===== src/rtl/pipe_hazard_ctrl_if.sv =====
// pipe_hazard_ctrl_if: pipeline hazard/forwarding bundle between the datapath and the hazard controller.
interface pipe_hazard_ctrl_if;
    logic [4:0]  id_rs1, id_rs2;
    logic        id_rs1_re, id_rs2_re;
    logic [4:0]  ex_rd, mem_rd, wb_rd;
    logic        ex_rf_we, ex_is_load, mem_rf_we, wb_rf_we;
    logic        ex_redirect, mem_req, mem_ack;
    logic        pc_hold, if_id_hold, if_id_flush;
    logic        flush, load_use, suspend;
    logic [1:0]  fwd_a, fwd_b;
    logic        mem_timeout;
    logic [31:0] stall_cycles;

    modport master (
        output id_rs1, id_rs2, id_rs1_re, id_rs2_re, ex_rd, mem_rd, wb_rd,
               ex_rf_we, ex_is_load, mem_rf_we, wb_rf_we, ex_redirect, mem_req, mem_ack,
        input  pc_hold, if_id_hold, if_id_flush, flush, load_use, suspend,
               fwd_a, fwd_b, mem_timeout, stall_cycles
    );

    modport slave (
        input  id_rs1, id_rs2, id_rs1_re, id_rs2_re, ex_rd, mem_rd, wb_rd,
               ex_rf_we, ex_is_load, mem_rf_we, wb_rf_we, ex_redirect, mem_req, mem_ack,
        output pc_hold, if_id_hold, if_id_flush, flush, load_use, suspend,
               fwd_a, fwd_b, mem_timeout, stall_cycles
    );
endinterface


===== src/rtl/pipe_hazard_ctrl.sv =====
// pipe_hazard_ctrl: load-use stall, redirect flush, operand forwarding and data-memory wait control.
module pipe_hazard_ctrl #(
    parameter int MEM_TIMEOUT = 16
) (
    input logic cpu_clk,
    input logic cpu_rst,
    pipe_hazard_ctrl_if.slave bus
);
    typedef enum logic {RUN, MEM_WAIT} state_t;

    localparam logic [7:0] LAST = 8'(MEM_TIMEOUT - 1);

    state_t      state_q;
    logic [7:0]  wait_cnt_q;
    logic        mem_timeout_q;
    logic        post_rst_q;
    logic [31:0] stall_q;
    logic        hazard, suspend, flush, load_use, pc_hold;

    function automatic logic [1:0] fwd_sel(
        input logic [4:0] r,
        input logic [4:0] ex_rd, input logic ex_we, input logic ex_ld,
        input logic [4:0] mem_rd, input logic mem_we,
        input logic [4:0] wb_rd, input logic wb_we
    );
        return (r == 5'd0)                           ? 2'b00 :
               (ex_we && ex_rd == r && !ex_ld)       ? 2'b10 :
               (mem_we && mem_rd == r)               ? 2'b01 :
               (wb_we && wb_rd == r)                 ? 2'b11 : 2'b00;
    endfunction

    // A request still pending in the cycle after reset belongs to the abandoned access.
    always_ff @(posedge cpu_clk) begin
        if (cpu_rst) begin
            state_q       <= RUN;
            wait_cnt_q    <= 8'd0;
            mem_timeout_q <= 1'b0;
            stall_q       <= 32'd0;
            post_rst_q    <= 1'b1;
        end else begin
            post_rst_q <= 1'b0;
            if (pc_hold && stall_q != 32'hFFFF_FFFF)
                stall_q <= stall_q + 32'd1;
            case (state_q)
                RUN: if (bus.mem_req && !bus.mem_ack && !post_rst_q) begin
                    state_q    <= MEM_WAIT;
                    wait_cnt_q <= 8'd0;
                end
                MEM_WAIT: if (bus.mem_ack) begin
                    state_q <= RUN;
                end else if (wait_cnt_q == LAST) begin
                    state_q       <= RUN;
                    mem_timeout_q <= 1'b1;
                end else begin
                    wait_cnt_q <= wait_cnt_q + 8'd1;
                end
                default: state_q <= RUN;
            endcase
        end
    end

    always_comb begin
        hazard = bus.ex_is_load && bus.ex_rf_we && bus.ex_rd != 5'd0 &&
                 ((bus.id_rs1_re && bus.id_rs1 == bus.ex_rd) || (bus.id_rs2_re && bus.id_rs2 == bus.ex_rd));
        suspend  = !cpu_rst && !post_rst_q &&
                   (state_q == MEM_WAIT || (bus.mem_req && !bus.mem_ack));
        flush    = !cpu_rst && bus.ex_redirect && !suspend;
        load_use = !cpu_rst && hazard && !flush && !suspend;
        pc_hold  = suspend || load_use;
    end

    assign bus.suspend      = suspend;
    assign bus.flush        = flush;
    assign bus.load_use     = load_use;
    assign bus.pc_hold      = pc_hold;
    assign bus.if_id_hold   = pc_hold;
    assign bus.if_id_flush  = flush;
    assign bus.mem_timeout  = mem_timeout_q;
    assign bus.stall_cycles = stall_q;
    assign bus.fwd_a = cpu_rst ? 2'b00 : fwd_sel(bus.id_rs1, bus.ex_rd, bus.ex_rf_we, bus.ex_is_load,
                                                 bus.mem_rd, bus.mem_rf_we, bus.wb_rd, bus.wb_rf_we);
    assign bus.fwd_b = cpu_rst ? 2'b00 : fwd_sel(bus.id_rs2, bus.ex_rd, bus.ex_rf_we, bus.ex_is_load,
                                                 bus.mem_rd, bus.mem_rf_we, bus.wb_rd, bus.wb_rf_we);
endmodule


===== src/flat_wrapper.sv =====
// flat-port wrapper written by rule: the top's interface ports become plain ports
module pipe_hazard_ctrl_flat 
#(
    parameter int MEM_TIMEOUT = 16
)
  (cpu_clk, cpu_rst, bus_id_rs1, bus_id_rs2, bus_id_rs1_re, bus_id_rs2_re, bus_ex_rd, bus_mem_rd, bus_wb_rd, bus_ex_rf_we, bus_ex_is_load, bus_mem_rf_we, bus_wb_rf_we, bus_ex_redirect, bus_mem_req, bus_mem_ack, bus_pc_hold, bus_if_id_hold, bus_if_id_flush, bus_flush, bus_load_use, bus_suspend, bus_fwd_a, bus_fwd_b, bus_mem_timeout, bus_stall_cycles);
  pipe_hazard_ctrl_if bus_i ();
  input logic cpu_clk;
  input logic cpu_rst;
  input wire logic [$bits(bus_i.id_rs1)-1:0] bus_id_rs1;
  input wire logic [$bits(bus_i.id_rs2)-1:0] bus_id_rs2;
  input wire logic [$bits(bus_i.id_rs1_re)-1:0] bus_id_rs1_re;
  input wire logic [$bits(bus_i.id_rs2_re)-1:0] bus_id_rs2_re;
  input wire logic [$bits(bus_i.ex_rd)-1:0] bus_ex_rd;
  input wire logic [$bits(bus_i.mem_rd)-1:0] bus_mem_rd;
  input wire logic [$bits(bus_i.wb_rd)-1:0] bus_wb_rd;
  input wire logic [$bits(bus_i.ex_rf_we)-1:0] bus_ex_rf_we;
  input wire logic [$bits(bus_i.ex_is_load)-1:0] bus_ex_is_load;
  input wire logic [$bits(bus_i.mem_rf_we)-1:0] bus_mem_rf_we;
  input wire logic [$bits(bus_i.wb_rf_we)-1:0] bus_wb_rf_we;
  input wire logic [$bits(bus_i.ex_redirect)-1:0] bus_ex_redirect;
  input wire logic [$bits(bus_i.mem_req)-1:0] bus_mem_req;
  input wire logic [$bits(bus_i.mem_ack)-1:0] bus_mem_ack;
  output wire logic [$bits(bus_i.pc_hold)-1:0] bus_pc_hold;
  output wire logic [$bits(bus_i.if_id_hold)-1:0] bus_if_id_hold;
  output wire logic [$bits(bus_i.if_id_flush)-1:0] bus_if_id_flush;
  output wire logic [$bits(bus_i.flush)-1:0] bus_flush;
  output wire logic [$bits(bus_i.load_use)-1:0] bus_load_use;
  output wire logic [$bits(bus_i.suspend)-1:0] bus_suspend;
  output wire logic [$bits(bus_i.fwd_a)-1:0] bus_fwd_a;
  output wire logic [$bits(bus_i.fwd_b)-1:0] bus_fwd_b;
  output wire logic [$bits(bus_i.mem_timeout)-1:0] bus_mem_timeout;
  output wire logic [$bits(bus_i.stall_cycles)-1:0] bus_stall_cycles;
  assign bus_i.id_rs1 = bus_id_rs1;
  assign bus_i.id_rs2 = bus_id_rs2;
  assign bus_i.id_rs1_re = bus_id_rs1_re;
  assign bus_i.id_rs2_re = bus_id_rs2_re;
  assign bus_i.ex_rd = bus_ex_rd;
  assign bus_i.mem_rd = bus_mem_rd;
  assign bus_i.wb_rd = bus_wb_rd;
  assign bus_i.ex_rf_we = bus_ex_rf_we;
  assign bus_i.ex_is_load = bus_ex_is_load;
  assign bus_i.mem_rf_we = bus_mem_rf_we;
  assign bus_i.wb_rf_we = bus_wb_rf_we;
  assign bus_i.ex_redirect = bus_ex_redirect;
  assign bus_i.mem_req = bus_mem_req;
  assign bus_i.mem_ack = bus_mem_ack;
  assign bus_pc_hold = bus_i.pc_hold;
  assign bus_if_id_hold = bus_i.if_id_hold;
  assign bus_if_id_flush = bus_i.if_id_flush;
  assign bus_flush = bus_i.flush;
  assign bus_load_use = bus_i.load_use;
  assign bus_suspend = bus_i.suspend;
  assign bus_fwd_a = bus_i.fwd_a;
  assign bus_fwd_b = bus_i.fwd_b;
  assign bus_mem_timeout = bus_i.mem_timeout;
  assign bus_stall_cycles = bus_i.stall_cycles;
  pipe_hazard_ctrl #(.MEM_TIMEOUT(MEM_TIMEOUT)) u_core (.cpu_clk(cpu_clk), .cpu_rst(cpu_rst), .bus(bus_i));
endmodule

===== config.mk =====
export PLATFORM = sky130hd
export DESIGN_NAME = pipe_hazard_ctrl_flat
export DESIGN_NICKNAME = d
export VERILOG_FILES = /design/src/rtl/pipe_hazard_ctrl_if.sv /design/src/rtl/pipe_hazard_ctrl.sv /design/src/flat_wrapper.sv
export SDC_FILE = /design/constraint.sdc
export NUM_CORES = 1
export LEC_CHECK = 0
export BUFFER_PORTS_ARGS = -buffer_cell sky130_fd_sc_hd__buf_4
export CAP_MARGIN = 20
export CORE_ASPECT_RATIO = 0.75
export CORE_MARGIN = 2
export CORE_UTILIZATION = 56
export CTS_BUF_LIST = sky130_fd_sc_hd__clkbuf_16
export DETAILED_ROUTE_END_ITERATION = 10
export GPL_TIMING_DRIVEN = 0
export PLACE_DENSITY = 0.87
export SYNTH_ARGS = -nofsm -noshare
export SYNTH_HDL_FRONTEND = slang
export SYNTH_SLANG_ARGS = --single-unit
export TNS_END_PERCENT = 5

===== constraint.sdc =====
create_clock -name cpu_clk -period 3.7 [get_ports cpu_clk]
set_input_delay 0.185 -clock cpu_clk [delete_from_list [all_inputs] [get_ports cpu_clk]]
set_output_delay 0.185 -clock cpu_clk [all_outputs]
set_load 0.02 [all_outputs]

=== After elaboration in Yosys (flattened, before gate mapping) ===
Cells that the tools add are included.

* Bits of input ports: 36
* Flip-flop bits (word level): 43
* Word-level logic and storage cells: 78

* Add/subtract/negate cells: 2
* Bitwise operators: 2
* Reductions and logical operators: 37
* Equal/unequal tests: 13
* Multiplexer cells: 19

{| class="wikitable"
|+ Operator list
! cell !! count
|-
| $eq A5 B5 Y1 || 8
|-
| $add A32 B1 Y32 const B || 1
|-
| $ne A32 B32 Y1 const B || 1
|-
| $mux W8 || 3
|-
| $logic_and A1 B1 Y1 || 23
|-
| $mux W2 || 10
|-
| $pmux W8 S2 || 1
|-
| $logic_not A5 Y1 || 2
|-
| $add A8 B1 Y8 const B || 1
|-
| $eq A8 B4 Y1 const B || 1
|-
| $logic_not A1 Y1 || 6
|-
| $reduce_and A3 Y1 || 2
|-
| $reduce_bool A5 Y1 || 1
|-
| $mux W1 || 4
|-
| $ne A2 B2 Y1 const B || 2
|-
| $logic_or A1 B1 Y1 || 3
|-
| $ne A2 B1 Y1 const B || 1
|-
| $not A1 Y1 || 2
|-
| $pmux W1 S2 || 1
|}

=== Depth between registers and ports, before layout ===
Gate-level depths: netlist of the first run.

* Depth in word-level cells: 11
* Gate-level depth with buffers: 9
* Depth with buffers taken out: 7

=== Least setup slack after synthesis of the first run ===
Ideal clock, no wire load.

* Path kind: register to register
* From: reg u_core.stall_q[0] (netlist: u_core.bus.stall_cycles[0])
* To: reg u_core.stall_q[3] (netlist: u_core.bus.stall_cycles[3])
* Slack: 1.299 ns
* Data required time: 3.599 ns
* Stages on the path, launching flop included: 10
* Setup time: 0.101 ns
* Arrival: 2.300 ns
* Cell sequence: dfxtp_1 > ha_1 > and4_1 > nand4_2 > or3_4 > nor2_4 > buf_2 > buf_2 > o311ai_0 > o41ai_1

* Longest elaborated chain between the ends: 2
* Elaborated cells on any way between the ends: 3
* Classes of those cells: add/sub (1); eq/ne (1); reduce/logical (1)

{| class="wikitable"
|+ RTL lines
! element !! line !! text
|-
| start: declaration || pipe_hazard_ctrl.sv:17 || <nowiki>logic [31:0] stall_q;</nowiki>
|-
| start signal: assignment || pipe_hazard_ctrl.sv:43 || <nowiki>stall_q <= stall_q + 32'd1;</nowiki>
|-
| parallel branches: the longest is 2 deep, another holds $add A32 B1 Y32 || - ||
|}

Parallel ways; which one is timed is not known.
A chain may end at the register's enable or synchronous reset.

=== Worst setup path in the final report of the first run ===
Same ends and word-level chain as after synthesis.

==> impl_metrics.tcl, run 1 <==
set metrics [dict create \
    drive_above_1_share_pct 27.0 \
    clk_pin_slew_worst_paths_ns 0.06 \
    fin_setup_tns_ns 0 \
    cp.depth 9 \
    cp_common_cell "buf_2" \
    setup_viol 0 \
    cts_buffer_depth 2 \
    io_pins 79 \
    crit_path_end "u_core.bus.stall_cycles[3]" \
    path_cells "ha_1 > and4_1 > nand4_2 > or3_4 > nor2_4 > buf_2 > buf_2 > o311ai_0 > o41ai_1" \
    die_w_um 84.8 \
    synth_area_leader_cell "dfxtp_1" \
    synth_nets 371 \
    ctsHoldBuffers 0 \
    dp_hpwl_um 5800 \
    htree_levels 2 \
    worstMarginPinSlew_ns 0.556 \
    synth.distinct_cells 45 \
    final.period_utilization_pct 73.4 \
    top_usage_layer "met2" \
    critPathRequiredTime_ns 3.88 \
    dp.cells 471 \
    ff2ff_setup_slack_ns 0.98 \
    crit_start "u_core.bus.stall_cycles[0]" \
    ys_seq_elements 43 \
    r2r-end "u_core.bus.stall_cycles[3]" \
    clk_latency_ns 0.29 \
    maxSlewHeadroom_pct 62.7 \
    cts_buffers 5 \
    critical_path_class "reg -> reg" \
    fin_nets 456 \
    p_leak_nw 1.41 \
    num_rows 22 \
    drc 0 \
    cts-root-buf "clkbuf_16" \
    first_pass_iters 5 \
    synth_edf_count 0 \
    critical-path-max-stage-delay_ns 0.48 \
    fmax_mhz 368 \
    cp-start-kind "flop" \
    crit_buf_inv 2 \
    synthCells 333 \
    synth_ff_type "dfxtp_1" \
    crit_family "simple AND/OR/NAND/NOR gates" \
    overflow 0 \
    antenna_found_initial 0 \
    mappedNetlistArea_sq_um 2740 \
    worstHoldStart "cpu_rst" \
    initialDrtViolationCount 275 \
    pre_cts_ws_ns 1.06 \
    grt_max_degree 13 \
    die_area_sq_um 5470 \
    fin_util_pct 73.9 \
    yosysMostFrequentCell "dfxtp_1" \
    syn_avg_cell_area_sq_um 8.23 \
    status "finished clean" \
    period_needed_ns 2.72 \
    max-vdd-ir-drop_mv 0.293 \
    cts_tree "built" \
    whs_ns 0.118 \
    fillers 382 \
    fin_ws_ns 0.984 \
    vias 2916 \
    crit_path_end_kind "flop" \
    grt_pass1_vias 2875 \
    hp-class "in -> reg" \
    use_met3_pct 4.84 \
    grt_use_total_pct 28.7 \
    p_per_area_nw_per_um2 286 \
    reg2reg_depth 9 \
    async_flop_share_pct 0 \
    drv_cap 0 \
    viasPerCell 6.09 \
    yosys.area.top_type_share_pct 31.4 \
    path_max_fanout 10 \
    grt_pass1_wl_um 12800 \
    ys_warn_count 0 \
    post_cts_buffers 0 \
    initial_core_util_pct 57.2 \
    gp_congestion 0.942 \
    post_cts_resized 0 \
    coreArea_sq_um 4790 \
    maxSlewViolCount 0 \
    r2r-start "u_core.bus.stall_cycles[0]" \
    critPathSlowestCell "or3_4" \
    clkSinkCount 43 \
    routedWlPerCell_um 16.2 \
    antenna_left 0 \
    ys_seq_area_share_pct 31.4 \
    fin_skew_ns 0.00906 \
    synth_common_cells "dfxtp_1 (43), xor2_1 (30), nor2_1 (27), a21oi_1 (24), nand2_1 (23)" \
    worstPathArrival_ns 2.89 \
    layout.cells.non_filler 479 \
    die_h_um 64.6 \
    rsz0062_at_grt "false" \
    grt.met2_usage_pct 49.5 \
    antenna_cells 0 \
    wirelength_um 7750 \
    netlist_top_cells_area "dfxtp_1 (31%), xor2_1 (9.6%), or4_1 (5.5%)" \
    placement.io_buffers 78 \
    met1_usage_pct 36.8 \
    hold_viol_final 0 \
    area_growth_pct 29.1 \
]
==> cells by family after synthesis <==
family / Yosys count / share of synthesized area, %
AO/OA/AOI/OAI: 56 / 13.9
XOR/XNOR: 36 / 11.5
adder cells (fa/ha/maj): 2 / 0.913
buffers and inverters: 24 / 4.57
flip-flops: 43 / 31.4
multiplexers: 10 / 3.97
AND/OR/NAND/NOR: 162 / 33.7
==> worst min path at each step <==
stage | to | slack [ns] | depth (start not counted)
6_report | u_core.post_rst_q | 0.12 | 1
5_1_grt | u_core.post_rst_q | 0.11 | 1
4_1_cts | u_core.post_rst_q | 0.11 | 1
3_5_place_dp | u_core.post_rst_q | 0.39 | 1
3_3_place_gp | u_core.post_rst_q | 0.39 | 1
2_1_floorplan | u_core.post_rst_q | 0.21 | 0
==> through the flow <==
stage	instance area (sq um)	power (mW)
floorplan	2740	0.538
global placement	3400	0.599
detailed placement	3400	0.603
CTS	3540	1.01
global route	3540	1.05
finish	3540	1.01
==> cell type report <==
| class | count | area, sq um | share of cell area, % |
|---|---|---|---|
| plain buffers | 18 | 103 | 2.90 |
| clock buffers | 5 | 125 | 3.54 |
| clock inverters | 3 | 12.5 | 0.354 |
| inverters | 6 | 22.5 | 0.636 |
| multi-input cells | 266 | 1750 | 49.6 |
| flip-flops and latches | 43 | 861 | 24.3 |
| well taps | 60 | 75.1 | 2.12 |
| repair buffers | 78 | 586 | 16.5 |
==> registers in the layout, summed over array words and instances, names as in the netlist <==
name                     cells
u_core.state_q               1
u_core.wait_cnt_q            8
u_core.bus.stall_cycles     32
u_core.post_rst_q            1
u_core.bus.mem_timeout       1
==> layout by cell type (no fill, tap or decap), types with 2 or more instances in the layout <==
master	netlist	routed
mux2_2	7	7
nand2b_1	2	2
clkbuf_1	5	5
or4_1	20	20
nand2_1	23	23
nor2_1	27	27
o311ai_0	2	2
nand4_1	9	9
xnor2_1	6	6
nor3b_1	3	3
nor2b_1	9	9
dfxtp_1	43	43
buf_6	2	2
nor3_1	9	9
nand3_1	19	19
or2_2	3	3
mux2i_1	3	3
clkbuf_16	0	5
buf_2	7	7
o31ai_1	17	17
inv_1	6	8
nor4_1	10	10
ha_1	2	2
buf_4	3	81
and3_1	10	10
o41ai_1	2	2
a21oi_1	24	24
xor2_1	30	30
or3_1	5	5
and4_1	4	4
o21ai_0	5	5
and2_1	2	2
==> layer usage <==
metal  share of wire [%]  wire length (um)
met1                  43              3360
met2                  48              3690
met3                 7.5               583
met4                 1.5               114
met5                   0                 0
==> report_power, final <==
group / switching (mW) / internal (mW)
Sequential: 0.00193 / 0.465
Combinational: 0.0699 / 0.0583
Clock: 0.171 / 0.244
Total: 0.243 / 0.767
==> worst reg2reg max path, cell delays in order, from the launching register on <==
cell,delay [ns]
dfxtp_1,0.42
ha_1,0.27
and4_1,0.25
nand4_2,0.22
or3_4,0.49
nor2_4,0.18
buf_2,0.24
buf_2,0.28
o311ai_0,0.17
o41ai_1,0.09
No activity file was read; power rests on OpenSTA's default activity.
==> inputs of run 2 (changes only) <==
--- a/config.mk
+++ b/config.mk
@@ -9,11 +9,11 @@
 export CAP_MARGIN = 20
 export CORE_ASPECT_RATIO = 0.75
 export CORE_MARGIN = 2
-export CORE_UTILIZATION = 56
+export CORE_UTILIZATION = 47
 export CTS_BUF_LIST = sky130_fd_sc_hd__clkbuf_16
 export DETAILED_ROUTE_END_ITERATION = 10
 export GPL_TIMING_DRIVEN = 0
-export PLACE_DENSITY = 0.87
+export PLACE_DENSITY = 0.78
 export SYNTH_ARGS = -nofsm -noshare
 export SYNTH_HDL_FRONTEND = slang
 export SYNTH_SLANG_ARGS = --single-unit
==> constraint.sdc (replaced) <==
create_clock -name cpu_clk -period 2.3 [get_ports cpu_clk]
set_input_delay 0.115 -clock cpu_clk [delete_from_list [all_inputs] [get_ports cpu_clk]]
set_output_delay 0.115 -clock cpu_clk [all_outputs]
set_load 0.02 [all_outputs]
==> run 2 against run 1 <==
Effect of this change:
- power grew 72%
- die area increased by 18%
- critical path type is now reg -> out
- design area grew 5.1%
- sequential share of layout area fell by 0.84 points
- sequential power grew 61%
- critical path depth down 1
==> impl_metrics.tcl, run 2 (synthesis gave the netlist of run 1 again) <==
set metrics [dict create \
    die_area_sq_um 6460 \
    grt_pass1_wl_um 12300 \
    setup_viol 0 \
    antenna_found_initial 0 \
    critical_path_class "reg -> out" \
    largest_reg_flops 32 \
    cts_buffers 5 \
    hold_end "u_core.post_rst_q" \
    dp.cells 489 \
    worstMarginPinSlew_ns 0.586 \
    first_pass_iters 5 \
    cts_buffer_depth 2 \
    overflow 0 \
    crit_family "compound AO/OA/AOI/OAI gates" \
    p_per_area_nw_per_um2 467 \
    antenna_cells 0 \
    wirelength_um 7690 \
    fin_setup_tns_ns 0 \
    maxSlewHeadroom_pct 60.7 \
    intPower_mw 1.34 \
    clkSinkCount 43 \
    switching_share_pct 22.6 \
    final_common_cell "buf_4" \
    coreArea_sq_um 5740 \
    cts-root-buf "clkbuf_16" \
    clk_latency_ns 0.28 \
    drc 0 \
    seqPwrFrac_pct 43.2 \
    worstPathArrival_ns 2.17 \
    rsz0062_at_grt "true" \
    p_leak_nw 1.46 \
    fin_skew_ns 0.00817 \
    crit_path_end_kind "output pin" \
    routedWlPerCell_um 15.4 \
    whs_ns 0.0461 \
    combPwrFrac_pct 11.9 \
    fillers 493 \
    r2r-start "u_core.state_q" \
    area_growth_pct 35.7 \
    crit_buf_inv 5 \
    fmax_mhz 438 \
    critical-path-max-stage-delay_ns 0.39 \
    mostFrequentLayoutCells "buf_4 (87), dfxtp_1 (37), xor2_1 (30)" \
    maxSlewViolCount 0 \
    vias 2915 \
    clk_pin_slew_worst_paths_ns 0.05 \
    placement.io_buffers 78 \
    grt_use_total_pct 23.4 \
    cp_common_cell "buf_4" \
    drive_above_1_share_pct 31.2 \
    dp_hpwl_um 5650 \
    num_rows 24 \
    cts_tree "built" \
    grt_max_degree 13 \
    fin_util_pct 64.8 \
    max-vdd-ir-drop_mv 0.248 \
    critPathSlowestCell "a2111oi_4" \
    ff2ff_setup_slack_ns 0.04 \
    hp-class "in -> reg" \
    path_max_fanout 10 \
    power_frac_clock_pct 44.9 \
    worstHoldStart "cpu_rst" \
    r2r-end "u_core.bus.stall_cycles[7]" \
    cp-start-kind "flop" \
    final.period_utilization_pct 99.2 \
    antenna_left 0 \
    critPathRequiredTime_ns 2.18 \
    path_cells "inv_1 > a211o_1 > a2111oi_4 > a21oi_4 > buf_2 > inv_2 > buf_4 > buf_4" \
    io_pins 79 \
    switchingPower_uw 392 \
    period_needed_ns 2.28 \
    viasPerCell 5.82 \
    htree_levels 2 \
    layout.cells.non_filler 501 \
    ctsHoldBuffers 0 \
    initial_core_util_pct 47.8 \
    grt_pass1_vias 2555 \
    worstHoldPathCells 1 \
    initialDrtViolationCount 223 \
    gp_congestion 0.810 \
    die_w_um 92.2 \
    fin_nets 461 \
    die_h_um 70.1 \
    reg2reg_depth 7 \
    status "finished clean" \
    hold_viol_final 0 \
    drv_cap 0 \
]
==> run 2: cell count changes in the layout (fill, tap and decap cells not counted), sizes merged <==
cell / previous run / this run
buf: 91 / 95
bufinv: 0 / 1
clkbuf: 10 / 11
clkinv: 1 / 0
inv: 8 / 7
==> run 2: timing repair <==
| item | 4_1_cts | 5_1_grt |
|---|---|---|
| endpoints found under the setup margin | 32 | 27 |
| gates resized for setup | 10 | 14 |
| buffers inserted | 1 | 4 |
| pin swaps | 3 | 3 |
==> run 2: worst max-delay path by stage <==
stage / from / end / slack [ns] / cells after the start
after floorplan: u_core.bus.stall_cycles[0] / u_core.bus.stall_cycles[3] / 0.01 / 9
after global placement: u_core.bus.stall_cycles[0] / u_core.bus.stall_cycles[3] / -0.29 / 9
after detailed placement: u_core.bus.stall_cycles[0] / u_core.bus.stall_cycles[3] / -0.32 / 9
after CTS: u_core.bus.stall_cycles[0] / u_core.bus.stall_cycles[3] / 0.02 / 9
after global routing: u_core.state_q / bus_pc_hold / -0.08 / 8
final: u_core.state_q / bus_pc_hold / 0.02 / 8
==> run 2: power groups by stage <==
stage	registers [mW]	clock network (mW)	logic [mW]
2_1_floorplan	0.768	0	0.0973
3_3_place_gp	0.767	0	0.198
3_5_place_dp	0.768	0	0.202
4_1_cts	0.751	0.788	0.205
5_1_grt	0.750	0.825	0.225
6_report	0.750	0.778	0.207
==> run 2: area by class of cell <==
cell class	instances	area (sq um)	area share (%)
sequential	43	873	23.5
inverter	6	22.5	0.606
multi-input combinational	266	1820	49.0
timing repair buffer	83	623	16.8
clock buffer	5	125	3.36
buffer	18	120	3.23
clock inverter	2	33.8	0.908
tap	78	97.6	2.62
==> run 2: worst reg2reg max path, cell delays in order, from the launching register on <==
cell and delay, ns:
dfxtp_1 0.33, inv_1 0.07, a211o_1 0.32, a2111oi_4 0.39, a21oi_4 0.16, buf_6 0.19, nor4_2 0.31, mux2_2 0.37
==> run 2: routing by layer <==
metal  GRT usage (%)  vias up  share of wire, %
met3            4.42        5               8.0
met4            5.47        0              0.60
met1            32.2     1364                44
met2            38.3      130                48
met5               0        -                 0
li1                -     1416                 -
==> run 2: through the flow <==
stage	power [mW]	setup slack, ns	cell area [sq um]
finish	1.73	0.0193	3720
detailed placement	0.970	-0.317	3430
global placement	0.965	-0.287	3430
CTS	1.74	0.0158	3630
global route	1.80	-0.0778	3720
floorplan	0.865	0.0126	2740
